--- config.mk ---
export PLATFORM = sky130hd
export DESIGN_NAME = uart_cmd_regs
export DESIGN_NICKNAME = d
export VERILOG_FILES = /design/src/rtl/uart_cmd_regs.sv
export SDC_FILE = /design/constraint.sdc
export NUM_CORES = 1
export LEC_CHECK = 0
export ABC_AREA = 0
export BUFFER_PORTS_ARGS = -buffer_cell sky130_fd_sc_hd__buf_4
export CAP_MARGIN = 25
export CORE_MARGIN = 3
export CORE_UTILIZATION = 45
export DETAILED_ROUTE_END_ITERATION = 16
export PLACE_DENSITY_LB_ADDON = 0.3
export SYNTH_ARGS = -nofsm -noshare
export SYNTH_HDL_FRONTEND = slang
export SYNTH_SLANG_ARGS = --single-unit
--- constraint.sdc ---
create_clock -name i_Clk -period 6.8 [get_ports i_Clk]
set_clock_uncertainty 0.05 [all_clocks]
set_input_delay 0.34 -clock i_Clk [delete_from_list [all_inputs] [get_ports i_Clk]]
set_output_delay 0.34 -clock i_Clk [all_outputs]
set_load 0.03 [all_outputs]
--- src/rtl/uart_cmd_regs.sv ---
// uart_cmd_regs: framed UART command parser with an 8-bit register bank.
// Packet: SYNC_BYTE, CMD ('W' write / 'R' read), ADDR, DATA [, CSUM].
// Build option UART_CMD_REGS_CHECKSUM_EN adds a CSUM byte equal to CMD^ADDR^DATA.
module uart_cmd_regs #(
    parameter int          NUM_REGS     = 4,
    parameter int          TIMEOUT_CLKS = 25000,
    parameter logic [7:0]  SYNC_BYTE    = 8'hA5
) (
    input  logic                  i_Clk,
    input  logic                  i_Rst,
    input  logic                  i_RX_DV,
    input  logic [7:0]            i_RX_Byte,
    input  logic                  i_TX_Active,
    input  logic                  i_TX_Done,
    output logic                  o_TX_DV,
    output logic [7:0]            o_TX_Byte,
    output logic [8*NUM_REGS-1:0] o_Regs,
    output logic                  o_Busy,
    output logic [7:0]            o_Err_Count
);

    localparam int AW = (NUM_REGS > 1) ? $clog2(NUM_REGS) : 1;
    localparam int CW = (TIMEOUT_CLKS > 2) ? $clog2(TIMEOUT_CLKS) : 1;
    localparam logic [CW-1:0] TO_TERM = CW'(TIMEOUT_CLKS - 1);
    localparam logic [7:0] CMD_WRITE = 8'h57;
    localparam logic [7:0] CMD_READ  = 8'h52;
    localparam logic [7:0] RESP_ACK  = 8'h06;
    localparam logic [7:0] RESP_NAK  = 8'h15;

`ifdef UART_CMD_REGS_CHECKSUM_EN
    typedef enum logic [2:0] {S_IDLE, S_CMD, S_ADDR, S_DATA, S_CSUM, S_EXEC, S_RESP_WAIT} t_state;
`else
    typedef enum logic [2:0] {S_IDLE, S_CMD, S_ADDR, S_DATA, S_EXEC, S_RESP_WAIT} t_state;
`endif

    t_state          r_state;
    logic [7:0]      r_cmd;
    logic [7:0]      r_addr;
    logic [7:0]      r_data;
    logic [7:0]      r_regs [NUM_REGS];
    logic [CW-1:0]   r_to_cnt;
    logic [7:0]      r_err;
    logic            r_tx_dv;
    logic [7:0]      r_tx_byte;
    logic            r_busy;
`ifdef UART_CMD_REGS_CHECKSUM_EN
    logic [7:0]      r_csum;
`endif

    logic            w_capture;
    logic            w_timeout;
    logic            w_exec_go;
    logic            w_cmd_ok;
    logic            w_addr_ok;
    logic            w_csum_ok;
    logic            w_valid;
    logic            w_drop;
    logic [1:0]      w_err_inc;
    logic [8:0]      w_err_sum;
    logic [AW-1:0]   w_idx;

    // Decode packet validity, timeout and error-increment conditions
    always_comb begin
        w_capture = (r_state == S_CMD) || (r_state == S_ADDR) || (r_state == S_DATA)
`ifdef UART_CMD_REGS_CHECKSUM_EN
                    || (r_state == S_CSUM)
`endif
                    ;
        // A byte arriving on the terminal cycle wins over the timeout
        w_timeout = w_capture && !i_RX_DV && (r_to_cnt == TO_TERM);
        w_exec_go = (r_state == S_EXEC) && !i_TX_Active;
        w_cmd_ok  = (r_cmd == CMD_WRITE) || (r_cmd == CMD_READ);
        w_addr_ok = (r_addr < 8'(NUM_REGS));
`ifdef UART_CMD_REGS_CHECKSUM_EN
        w_csum_ok = (r_csum == (r_cmd ^ r_addr ^ r_data));
`else
        w_csum_ok = 1'b1;
`endif
        w_valid   = w_cmd_ok && w_addr_ok && w_csum_ok;
        w_drop    = i_RX_DV && ((r_state == S_EXEC) || (r_state == S_RESP_WAIT));
        // NAK and a dropped byte can coincide in EXEC, so the increment may be 2
        w_err_inc = {1'b0, w_timeout} + {1'b0, w_exec_go && !w_valid} + {1'b0, w_drop};
        w_err_sum = {1'b0, r_err} + {7'd0, w_err_inc};
        w_idx     = r_addr[AW-1:0];
    end

    // Inter-byte timeout counter: cleared by any byte, runs only while collecting a packet
    always_ff @(posedge i_Clk or posedge i_Rst) begin
        if (i_Rst)
            r_to_cnt <= '0;
        else if (i_RX_DV || !w_capture || w_timeout)
            r_to_cnt <= '0;
        else
            r_to_cnt <= r_to_cnt + CW'(1);
    end

    // Saturating protocol error counter
    always_ff @(posedge i_Clk or posedge i_Rst) begin
        if (i_Rst)
            r_err <= '0;
        else
            r_err <= w_err_sum[8] ? 8'hFF : w_err_sum[7:0];
    end

    // Packet FSM with registered response, busy flag and register bank writes
    always_ff @(posedge i_Clk or posedge i_Rst) begin
        if (i_Rst) begin
            r_state   <= S_IDLE;
            r_cmd     <= '0;
            r_addr    <= '0;
            r_data    <= '0;
            r_tx_dv   <= 1'b0;
            r_tx_byte <= '0;
            r_busy    <= 1'b0;
`ifdef UART_CMD_REGS_CHECKSUM_EN
            r_csum    <= '0;
`endif
            for (int unsigned i = 0; i < NUM_REGS; i++)
                r_regs[i] <= '0;
        end else begin
            r_tx_dv <= 1'b0;
            case (r_state)
                S_IDLE: begin
                    if (i_RX_DV && (i_RX_Byte == SYNC_BYTE)) begin
                        r_state <= S_CMD;
                        r_busy  <= 1'b1;
                    end
                end
                S_CMD: begin
                    if (i_RX_DV) begin
                        r_cmd   <= i_RX_Byte;
                        r_state <= S_ADDR;
                    end else if (w_timeout) begin
                        r_state <= S_IDLE;
                        r_busy  <= 1'b0;
                    end
                end
                S_ADDR: begin
                    if (i_RX_DV) begin
                        r_addr  <= i_RX_Byte;
                        r_state <= S_DATA;
                    end else if (w_timeout) begin
                        r_state <= S_IDLE;
                        r_busy  <= 1'b0;
                    end
                end
                S_DATA: begin
                    if (i_RX_DV) begin
                        r_data  <= i_RX_Byte;
`ifdef UART_CMD_REGS_CHECKSUM_EN
                        r_state <= S_CSUM;
`else
                        r_state <= S_EXEC;
`endif
                    end else if (w_timeout) begin
                        r_state <= S_IDLE;
                        r_busy  <= 1'b0;
                    end
                end
`ifdef UART_CMD_REGS_CHECKSUM_EN
                S_CSUM: begin
                    if (i_RX_DV) begin
                        r_csum  <= i_RX_Byte;
                        r_state <= S_EXEC;
                    end else if (w_timeout) begin
                        r_state <= S_IDLE;
                        r_busy  <= 1'b0;
                    end
                end
`endif
                S_EXEC: begin
                    if (!i_TX_Active) begin
                        r_tx_dv <= 1'b1;
                        r_state <= S_RESP_WAIT;
                        if (!w_valid)
                            r_tx_byte <= RESP_NAK;
                        else if (r_cmd == CMD_WRITE) begin
                            r_regs[w_idx] <= r_data;
                            r_tx_byte     <= RESP_ACK;
                        end else
                            r_tx_byte <= r_regs[w_idx];
                    end
                end
                S_RESP_WAIT: begin
                    if (i_TX_Done) begin
                        r_state <= S_IDLE;
                        r_busy  <= 1'b0;
                    end
                end
                default: begin
                    r_state <= S_IDLE;
                    r_busy  <= 1'b0;
                end
            endcase
        end
    end

    for (genvar g = 0; g < NUM_REGS; g++) begin : g_pack
        assign o_Regs[8*g +: 8] = r_regs[g];
    end

    assign o_TX_DV     = r_tx_dv;
    assign o_TX_Byte   = r_tx_byte;
    assign o_Busy      = r_busy;
    assign o_Err_Count = r_err;

endmodule

==> results of run 1 <==
-- power groups by stage --
| stage | registers [W] | logic [W] | clock network (W) |
|---|---|---|---|
| 2_1_floorplan | 0.000783 | 0.000286 | 0 |
| 4_1_cts | 0.000799 | 0.000382 | 0.000381 |
| 3_3_place_gp | 0.000804 | 0.000370 | 0 |
| 6_report | 0.000798 | 0.000375 | 0.000371 |
| 3_5_place_dp | 0.000808 | 0.000380 | 0 |
| 5_1_grt | 0.000819 | 0.000407 | 0.000404 |
-- worst max path at each step --
stage / from / slack, ps / end / cells after the start
floorplan: r_to_cnt[0]$_DFF_PP0_ / 3590 / o_Err_Count[0]$_DFF_PP0_ / 11
global placement: r_to_cnt[0]$_DFF_PP0_ / 3380 / o_Err_Count[0]$_DFF_PP0_ / 11
detailed placement: r_to_cnt[0]$_DFF_PP0_ / 3230 / o_Err_Count[2]$_DFF_PP0_ / 11
CTS: r_to_cnt[0]$_DFF_PP0_ / 3200 / o_Err_Count[2]$_DFF_PP0_ / 11
global route: r_to_cnt[0]$_DFF_PP0_ / 3020 / o_Err_Count[5]$_DFF_PP0_ / 11
finish: r_to_cnt[0]$_DFF_PP0_ / 3230 / o_Err_Count[2]$_DFF_PP0_ / 11
-- metal layers --
layer  up-vias  GRT usage (%)  routed length, µm
met5         -              0                  0
met2        58           26.9               4240
met1      1411           25.0               4180
met4         0           6.37                135
met3        10           2.77                277
li1       1313              -                  -
-- Yosys cell counts, drive strengths merged (2+ instances only) --
cell	number	area share, %
buf	5	0.65
inv	17	1.5
nor4	8	2.2
ha	3	0.89
o21ai	6	0.71
nand2b	5	0.74
clkbuf	2	0.18
mux2	55	15
nand4	8	1.7
xnor2	13	2.7
and4	2	0.41
nand2	25	2.3
nor2	25	2.2
dfrtp	92	54
nor3	6	0.71
a21oi	6	0.71
xor2	4	0.83
mux4	8	4.3
nand3	9	1.1
and2	2	0.30
nor2b	4	0.77
nor3b	3	0.65
nand3b	2	0.35
and3	2	0.30
fa	2	0.95
nor4bb	2	0.47
-- worst max-delay path: cells and delay by family (launching register included) --
family        cells  cell delay, ps
fa+ha+maj         4            1420
buf+inv           1              40
simple gates      6            1550
flops             1             380
-- registers in the layout, indices dropped and copies added (netlist names) --
register	count
o_Busy	1
r_addr	8
o_Err_Count	8
o_TX_Byte	8
o_Regs	32
r_state	3
r_cmd	8
r_to_cnt	15
o_TX_DV	1
r_data	8
-- final cells by class --
| cell class | count | share of cell area (%) |
|---|---|---|
| multi-input combinational | 216 | 36.6 |
| clock inverter | 6 | 1.43 |
| inverter | 17 | 1.30 |
| sequential | 92 | 46.0 |
| timing repair buffer | 63 | 9.45 |
| tap | 108 | 2.70 |
| clock buffer | 10 | 2.55 |
-- metrics by stage --
step                hold slack (ps)  cell area, µm²  worst slack, ps
floorplan                       381            4230             3590
global placement                394            4800             3380
detailed placement              408            4800             3230
CTS                            46.2            5000             3200
finish                         41.1            5000             3230
global route                   82.6            5000             3020
-- logic make-up (layout without fill, tap and decap cells) --
| family | Yosys count | in the layout | synth area share [%] |
|---|---|---|---|
| AND/OR/NAND/NOR | 110 | 110 | 15.8 |
| flip-flops | 92 | 92 | 54.4 |
| multiplexers | 63 | 63 | 18.9 |
| buffers and inverters | 24 | 96 | 2.34 |
| AO/OA/AOI/OAI | 21 | 21 | 3.17 |
| XOR/XNOR | 17 | 17 | 3.52 |
| adder cells (fa/ha/maj) | 5 | 5 | 1.83 |
==> flow_summary.toml, run 1 <==
[setup_path]
crit_fanout = 5
reg2reg_from = "r_to_cnt[0]$_DFF_PP0_"
reg2regPathDepth = 11
worstSetupEndpointType = "flip-flop"
start_kind = "flip-flop"
r2r_end = "o_Err_Count[2]$_DFF_PP0_"
critical_path_arrival_ps = 3750
slowest_stage = "fa_1"
crit_chain = "ha_1 -> or4bb_1 -> nor4_2 -> nand2_1 -> fa_1 -> inv_1 -> ha_1 -> fa_1 -> and3_1 -> nand3_1 -> nand2_1"
reg2reg_slack_ps = 3230
cpPeakStageDelay_ps = 530
path_class = "flip-flop to flip-flop"
cp_data_required_time_ps = 6980

[finish]
drive_gt1_share_pct = 38.1
fin_cells = 512
final_util_pct = 56.0
diodes = 0
multi_input_area_um2 = 1830
nets = 417
fill_cells = 755
area_growth_pct = 18.3
layout_common_cells = "92 x dfrtp_1, 63 x buf_4, 53 x mux2_2"
seqCellArea_um2 = 2300
mostFrequentLayoutCell = "dfrtp_1"

[clock_tree]
clock_latency_ps = 350
clock_sinks = 92
htree_levels = 3
cts_buffers = 9
cts.clk_slew.worst_paths_ps = 100
cts_setup_buffers = 0
root_buffer = "clkbuf_8"
cts_tree = "built"
cts_resized = 0
cts_hold_buf = 0
cts_buffer_depth = 2

[synth]
synth_ff_type = "dfrtp_1"
synth_cells = 332
synth_edf_count = 0
syn_avg_cell_area_um2 = 12.7
synth_area_um2 = 4230
synth_fp_nets = 350
ys_warn_count = 0
ys_seq_area_share_pct = 54.4
synth.distinct_cells = 52
synth_seq_cells = 92
async_reset_ff_share_pct = 100

[sta]
worst_slew_pin_slew_ps = 837
tns_ps = 0
finalCritPeriodShare_pct = 52.5
min_period_ps = 3570
slew_headroom_pct = 44.2
hold_violations = 0
rsz0062_at_grt = "no"
fmax_ghz = 0.280
setup_viol = 0
slew_violations = 0

[detailed_routing]
drt_pass1_iterations = 4
finalWirelength_um = 8830
ant_nets = 0
drt-wirelength-per-cell_um = 17.2
drtIter0Drc = 145
viasPerCell = 5.45
vias = 2792
drc = 0

[global_routing]
grt_max_degree = 50
groute.usage.overall_pct = 17.4
grt_pass1_vias = 2729
grt_antenna_before_repair = 0
grt_pass1_wl_um = 14200
gr-total-overflow = 0

[flow_run]
drv_cap = 0

[floorplan]
initial_core_util_pct = 47.4
fp.dieArea_um2 = 10600
row_count = 34
die_x_um = 103
die_h_um = 103
num_io_pins = 63
core_area_um2 = 8930

[power]
p_sw_w = 0.000528
p_per_area_nw_per_um2 = 309
peakVddDrop_uv = 135
total_power_w = 0.00154
pwr-share-clk_pct = 24.0
combPwrFrac_pct = 24.3
swShare_pct = 34.2
pwr-share-seq_pct = 51.7
p_leak_nw = 2.33
p_int_w = 0.00102

[place]
hpwl_um = 6260
dp_cells = 496
gp_congestion = 0.869
port_buffers = 62

[outcome]
run_status = "finished, final reports clean"

[worst_hold_path]
hold_path.class = "input port to asynchronous set/reset pin"
No activity file was read; power rests on OpenSTA's default activity.
==> run 2, diff against run 1 <==
clock period = 3.1 ns   (was 6.8 ns; I/O delays follow)
==> flow_summary.toml, run 2 (synthesis results as in run 1) <==
[clock_tree]
clock_sinks = 92
cts_buffer_depth = 2
cts_setup_buffers = 0
root_buffer = "clkbuf_8"
clock_latency_ps = 340
htree_levels = 3
cts.clk_slew.worst_paths_ps = 100
cts_tree = "built"
cts_buffers = 9

[finish]
fill_cells = 763
diodes = 0
largest_reg_flops = 32
fin_cells = 525
drive_gt1_share_pct = 41.2
layout_common_cells = "92 x dfrtp_1, 74 x buf_4, 53 x mux2_2"
area_growth_pct = 22.1
mostFrequentLayoutCell = "dfrtp_1"
nets = 431
final_util_pct = 57.8

[global_routing]
groute.usage.overall_pct = 17.7
use_met3_pct = 2.44
busiest_layer = "met2"
grt_pass1_vias = 2837
grt_antenna_before_repair = 0
met1_usage_pct = 24.8
grt_max_degree = 93
grt_use_met2_pct = 28.6
grt_pass1_wl_um = 14400
gr-total-overflow = 0

[detailed_routing]
ant_nets = 0
finalWirelength_um = 8830
drtIter0Drc = 98
viasPerCell = 5.29
drt_pass1_iterations = 4
drt-wirelength-per-cell_um = 16.8
vias = 2777
drc = 0

[place]
dp_cells = 508
gp_congestion = 0.808
port_buffers = 62
hpwl_um = 6330
post-place-ws_ps = 35.2

[sta]
setup_slack_ps = 71.7
tns_ps = 0
worst_slew_pin_slew_ps = 841
rsz0062_at_grt = "yes"
slew_headroom_pct = 43.9
finalCritPeriodShare_pct = 97.7
setup_viol = 0
min_period_ps = 3030
slew_violations = 0
whs_ps = 19.7
hold_violations = 0
fmax_ghz = 0.330

[setup_path]
crit_path_start = "r_to_cnt[10]$_DFF_PP0_"
cp_data_required_time_ps = 3310
path_class = "flip-flop to flip-flop"
crit_chain = "or4b_4 -> nor4_4 -> nand2_1 -> fa_1 -> inv_1 -> ha_2 -> fa_2 -> and3_4 -> nand3_2 -> nor3_1 -> a21oi_1"
slowest_stage = "or4b_4"
cpPeakStageDelay_ps = 550
critical_path_arrival_ps = 3240
crit_fanout = 4
reg2reg_from = "r_to_cnt[10]$_DFF_PP0_"
start_kind = "flip-flop"
worstSetupEndpointType = "flip-flop"

[floorplan]
row_count = 34
die_h_um = 103
num_io_pins = 63
core_area_um2 = 8930
initial_core_util_pct = 47.4
fp.dieArea_um2 = 10600
die_x_um = 103

[worst_hold_path]
hold_start = "i_RX_Byte[1]"
hold_path.class = "input port to flip-flop"

[outcome]
run_status = "finished, final reports clean"

[power]
p_per_area_nw_per_um2 = 661
peakVddDrop_uv = 313
p_leak_nw = 2.42

[flow_run]
drv_cap = 0
## run 2: stage by stage
step / instance area [µm²] / total power [W]
after floorplan: 4260 / 0.00235
after global placement: 4930 / 0.00262
after detailed placement: 4930 / 0.00265
after CTS: 5150 / 0.00346
after global routing: 5170 / 0.00363
final: 5170 / 0.00342
## run 2: path summary, 6_finish.rpt
kind                       depth (start not counted)  slack (ps)                        to
hold reg to reg                                    1         420     r_to_cnt[0]$_DFF_PP0_
min in group asynchronous                          4         420  o_TX_Byte[6]$_DFFE_PP0N_
hold / removal                                     3          20     r_addr[1]$_DFFE_PP0P_
max in group asynchronous                          4        2210    r_state[0]$_DFFE_PP0P_
setup / recovery                                  11          70  o_Err_Count[6]$_DFF_PP0_
setup reg to reg                                  11          70  o_Err_Count[6]$_DFF_PP0_
## run 2: area by class of cell
| class | count | area (µm²) | share of cell area (%) |
|---|---|---|---|
| inverters | 17 | 65.1 | 1.26 |
| multi-input cells | 216 | 1870 | 36.2 |
| well taps | 108 | 135 | 2.62 |
| flip-flops and latches | 92 | 2300 | 44.6 |
| repair buffers | 77 | 596 | 11.5 |
| clock inverters | 6 | 72.6 | 1.40 |
| clock buffers | 9 | 124 | 2.40 |
## run 2: layer usage
metal	up-vias	share of wire, %
met5	-	0
met4	0	0.93
met3	6	1.8
met2	33	51
met1	1397	46
li1	1341	-
## run 2: report_power, final
part | switching [W] | leakage (nW) | internal (W)
sequential | 0.000295 | 1.21 | 0.00144
clock | 0.000424 | 0.0963 | 0.000377
combinational | 0.000440 | 1.12 | 0.000445
total | 0.00116 | 2.42 | 0.00226
## run 2: what timing repair did
action	4_1_cts	5_1_grt
setup endpoints to repair	0	8
resized for setup	0	3
endpoints found under the hold margin	93	0
hold buffers	2	0
## run 2: critical path, delay by kind of cell, from the launching register on
family | cells | cell delay (ps)
compound gates | 1 | 110
fa+ha+maj | 3 | 1050
buf+inv | 1 | 50
flops | 1 | 390
simple gates | 6 | 1310
==> run 3, diff against run 2 <==
PLACE_DENSITY = 0.68   (was unset)
PLACE_DENSITY_LB_ADDON = unset   (was 0.3)
==> flow_summary.toml, run 3 (synthesis results as in run 1) <==
[global_routing]
groute.usage.overall_pct = 18.7
grt_pass1_wl_um = 15200
gr-total-overflow = 0
grt_pass1_vias = 2888
use_met3_pct = 3.79
grt_antenna_before_repair = 0
busiest_layer = "met2"
met1_usage_pct = 26.5
grt_max_degree = 37
grt_use_met2_pct = 29.2

[clock_tree]
clock_latency_ps = 360
cts_tree = "built"
cts_buffer_depth = 2
root_buffer = "clkbuf_8"
cts_buffers = 9
clock_sinks = 92
htree_levels = 3
cts.clk_slew.worst_paths_ps = 90

[setup_path]
worstSetupEndpointType = "flip-flop"
start_kind = "flip-flop"
path_class = "flip-flop to flip-flop"
slowest_stage = "or4b_4"
critical_path_arrival_ps = 3240
critical_path_buf_inv_count = 1
crit_fanout = 4
crit_family = "simple AND/OR/NAND/NOR gates"
cpPeakStageDelay_ps = 540
cp_data_required_time_ps = 3330
crit_chain = "or4b_4 -> nor4_4 -> nand2_1 -> fa_1 -> inv_1 -> ha_2 -> fa_2 -> and3_4 -> nand3_2 -> nor3_2 -> a21oi_1"

[finish]
mostFrequentLayoutCell = "dfrtp_1"
nets = 438
layout_common_cells = "92 x dfrtp_1, 78 x buf_4, 53 x mux2_2"
multi_input_area_um2 = 1870
drive_gt1_share_pct = 41.6
area_growth_pct = 24.6
seqCellArea_um2 = 2300
fill_cells = 771
diodes = 0
largest_reg_flops = 32

[place]
gp_congestion = 0.769
hpwl_um = 6530
port_buffers = 62
post-place-ws_ps = 17.4

[power]
peakVddDrop_uv = 384
p_leak_nw = 2.48
p_per_area_nw_per_um2 = 686

[floorplan]
die_h_um = 103
core_area_um2 = 8930
die_x_um = 103
fp.dieArea_um2 = 10600
row_count = 34
initial_core_util_pct = 47.4
num_io_pins = 63

[detailed_routing]
finalWirelength_um = 9280
drt_pass1_iterations = 4
vias = 2884
viasPerCell = 5.41
drc = 0
drt-wirelength-per-cell_um = 17.4
ant_nets = 0
drtIter0Drc = 80

[flow_run]
drv_cap = 0

[sta]
fmax_ghz = 0.332
setup_viol = 0
min_period_ps = 3010
slew_violations = 0
setup_slack_ps = 91.5
rsz0062_at_grt = "yes"
slew_headroom_pct = 43.8
worst_slew_pin_slew_ps = 843
tns_ps = 0
hold_violations = 0
finalCritPeriodShare_pct = 97.0

[worst_hold_path]
hold_path.class = "input port to flip-flop"

[outcome]
run_status = "finished, final reports clean"
==> run 3: changes by cell type in the layout (fill, tap and decap cells not counted), sizes merged <==
| cell | delta |
|---|---|
| clkinvlp | -1 |
| clkinv | -1 |
| clkbuf | +2 |
| dlygate4sd3 | +4 |
| inv | -1 |
| buf | +3 |
| bufinv | +2 |
==> run 3: final cells by class <==
| type | instances | share of cell area [%] |
|---|---|---|
| clock buffers | 11 | 2.68 |
| well taps | 108 | 2.56 |
| repair buffers | 84 | 12.3 |
| clock inverters | 5 | 2.04 |
| inverters | 17 | 1.23 |
| flip-flops and latches | 92 | 43.7 |
| multi-input cells | 216 | 35.5 |
==> run 3: path summary, 6_finish.rpt <==
| kind | from | endpoint | slack, ps | depth (start not counted) |
|---|---|---|---|---|
| worst max-delay path | r_to_cnt[3]$_DFF_PP0_ | o_Err_Count[6]$_DFF_PP0_ | 90 | 11 |
| worst min-delay path | i_RX_Byte[2] | r_data[2]$_DFFE_PP0P_ | 30 | 2 |
| worst max register to register | r_to_cnt[3]$_DFF_PP0_ | o_Err_Count[6]$_DFF_PP0_ | 90 | 11 |
| worst min register to register | r_to_cnt[0]$_DFF_PP0_ | r_to_cnt[0]$_DFF_PP0_ | 430 | 1 |
| max in group asynchronous | i_Rst | o_TX_Byte[0]$_DFFE_PP0N_ | 1820 | 4 |
| min in group asynchronous | i_Rst | o_TX_Byte[2]$_DFFE_PP0N_ | 320 | 3 |
==> run 3: timing repair <==
action,in CTS,in global routing
gates resized for setup,1,3
endpoints found under the setup margin,1,8
endpoints found under the hold margin,39,0
buffers inserted,0,2
hold buffers,6,0
==> run 3: where the power goes <==
part	internal (W)	switching, W
clock	0.000563	0.000417
sequential	0.00144	0.000302
combinational	0.000452	0.000448
total	0.00245	0.00117
==> run 3: through the flow <==
step	utilization, %	hold WS (ps)	instances	power (W)	area [µm²]
final	59.0	30.4	533	0.00362	5270
after CTS	58.7	8.65	531	0.00366	5240
after floorplan	-	222	332	0.00235	4260
after detailed placement	55.2	164	509	0.00265	4930
after global placement	55.2	158	509	0.00262	4930
after global routing	59.0	17.9	533	0.00383	5270
==> run 3: layer usage <==
metal	routed length (µm)	up-vias
met5	0	-
met4	121	0
met3	321	9
met2	4540	55
met1	4300	1461
li1	-	1359
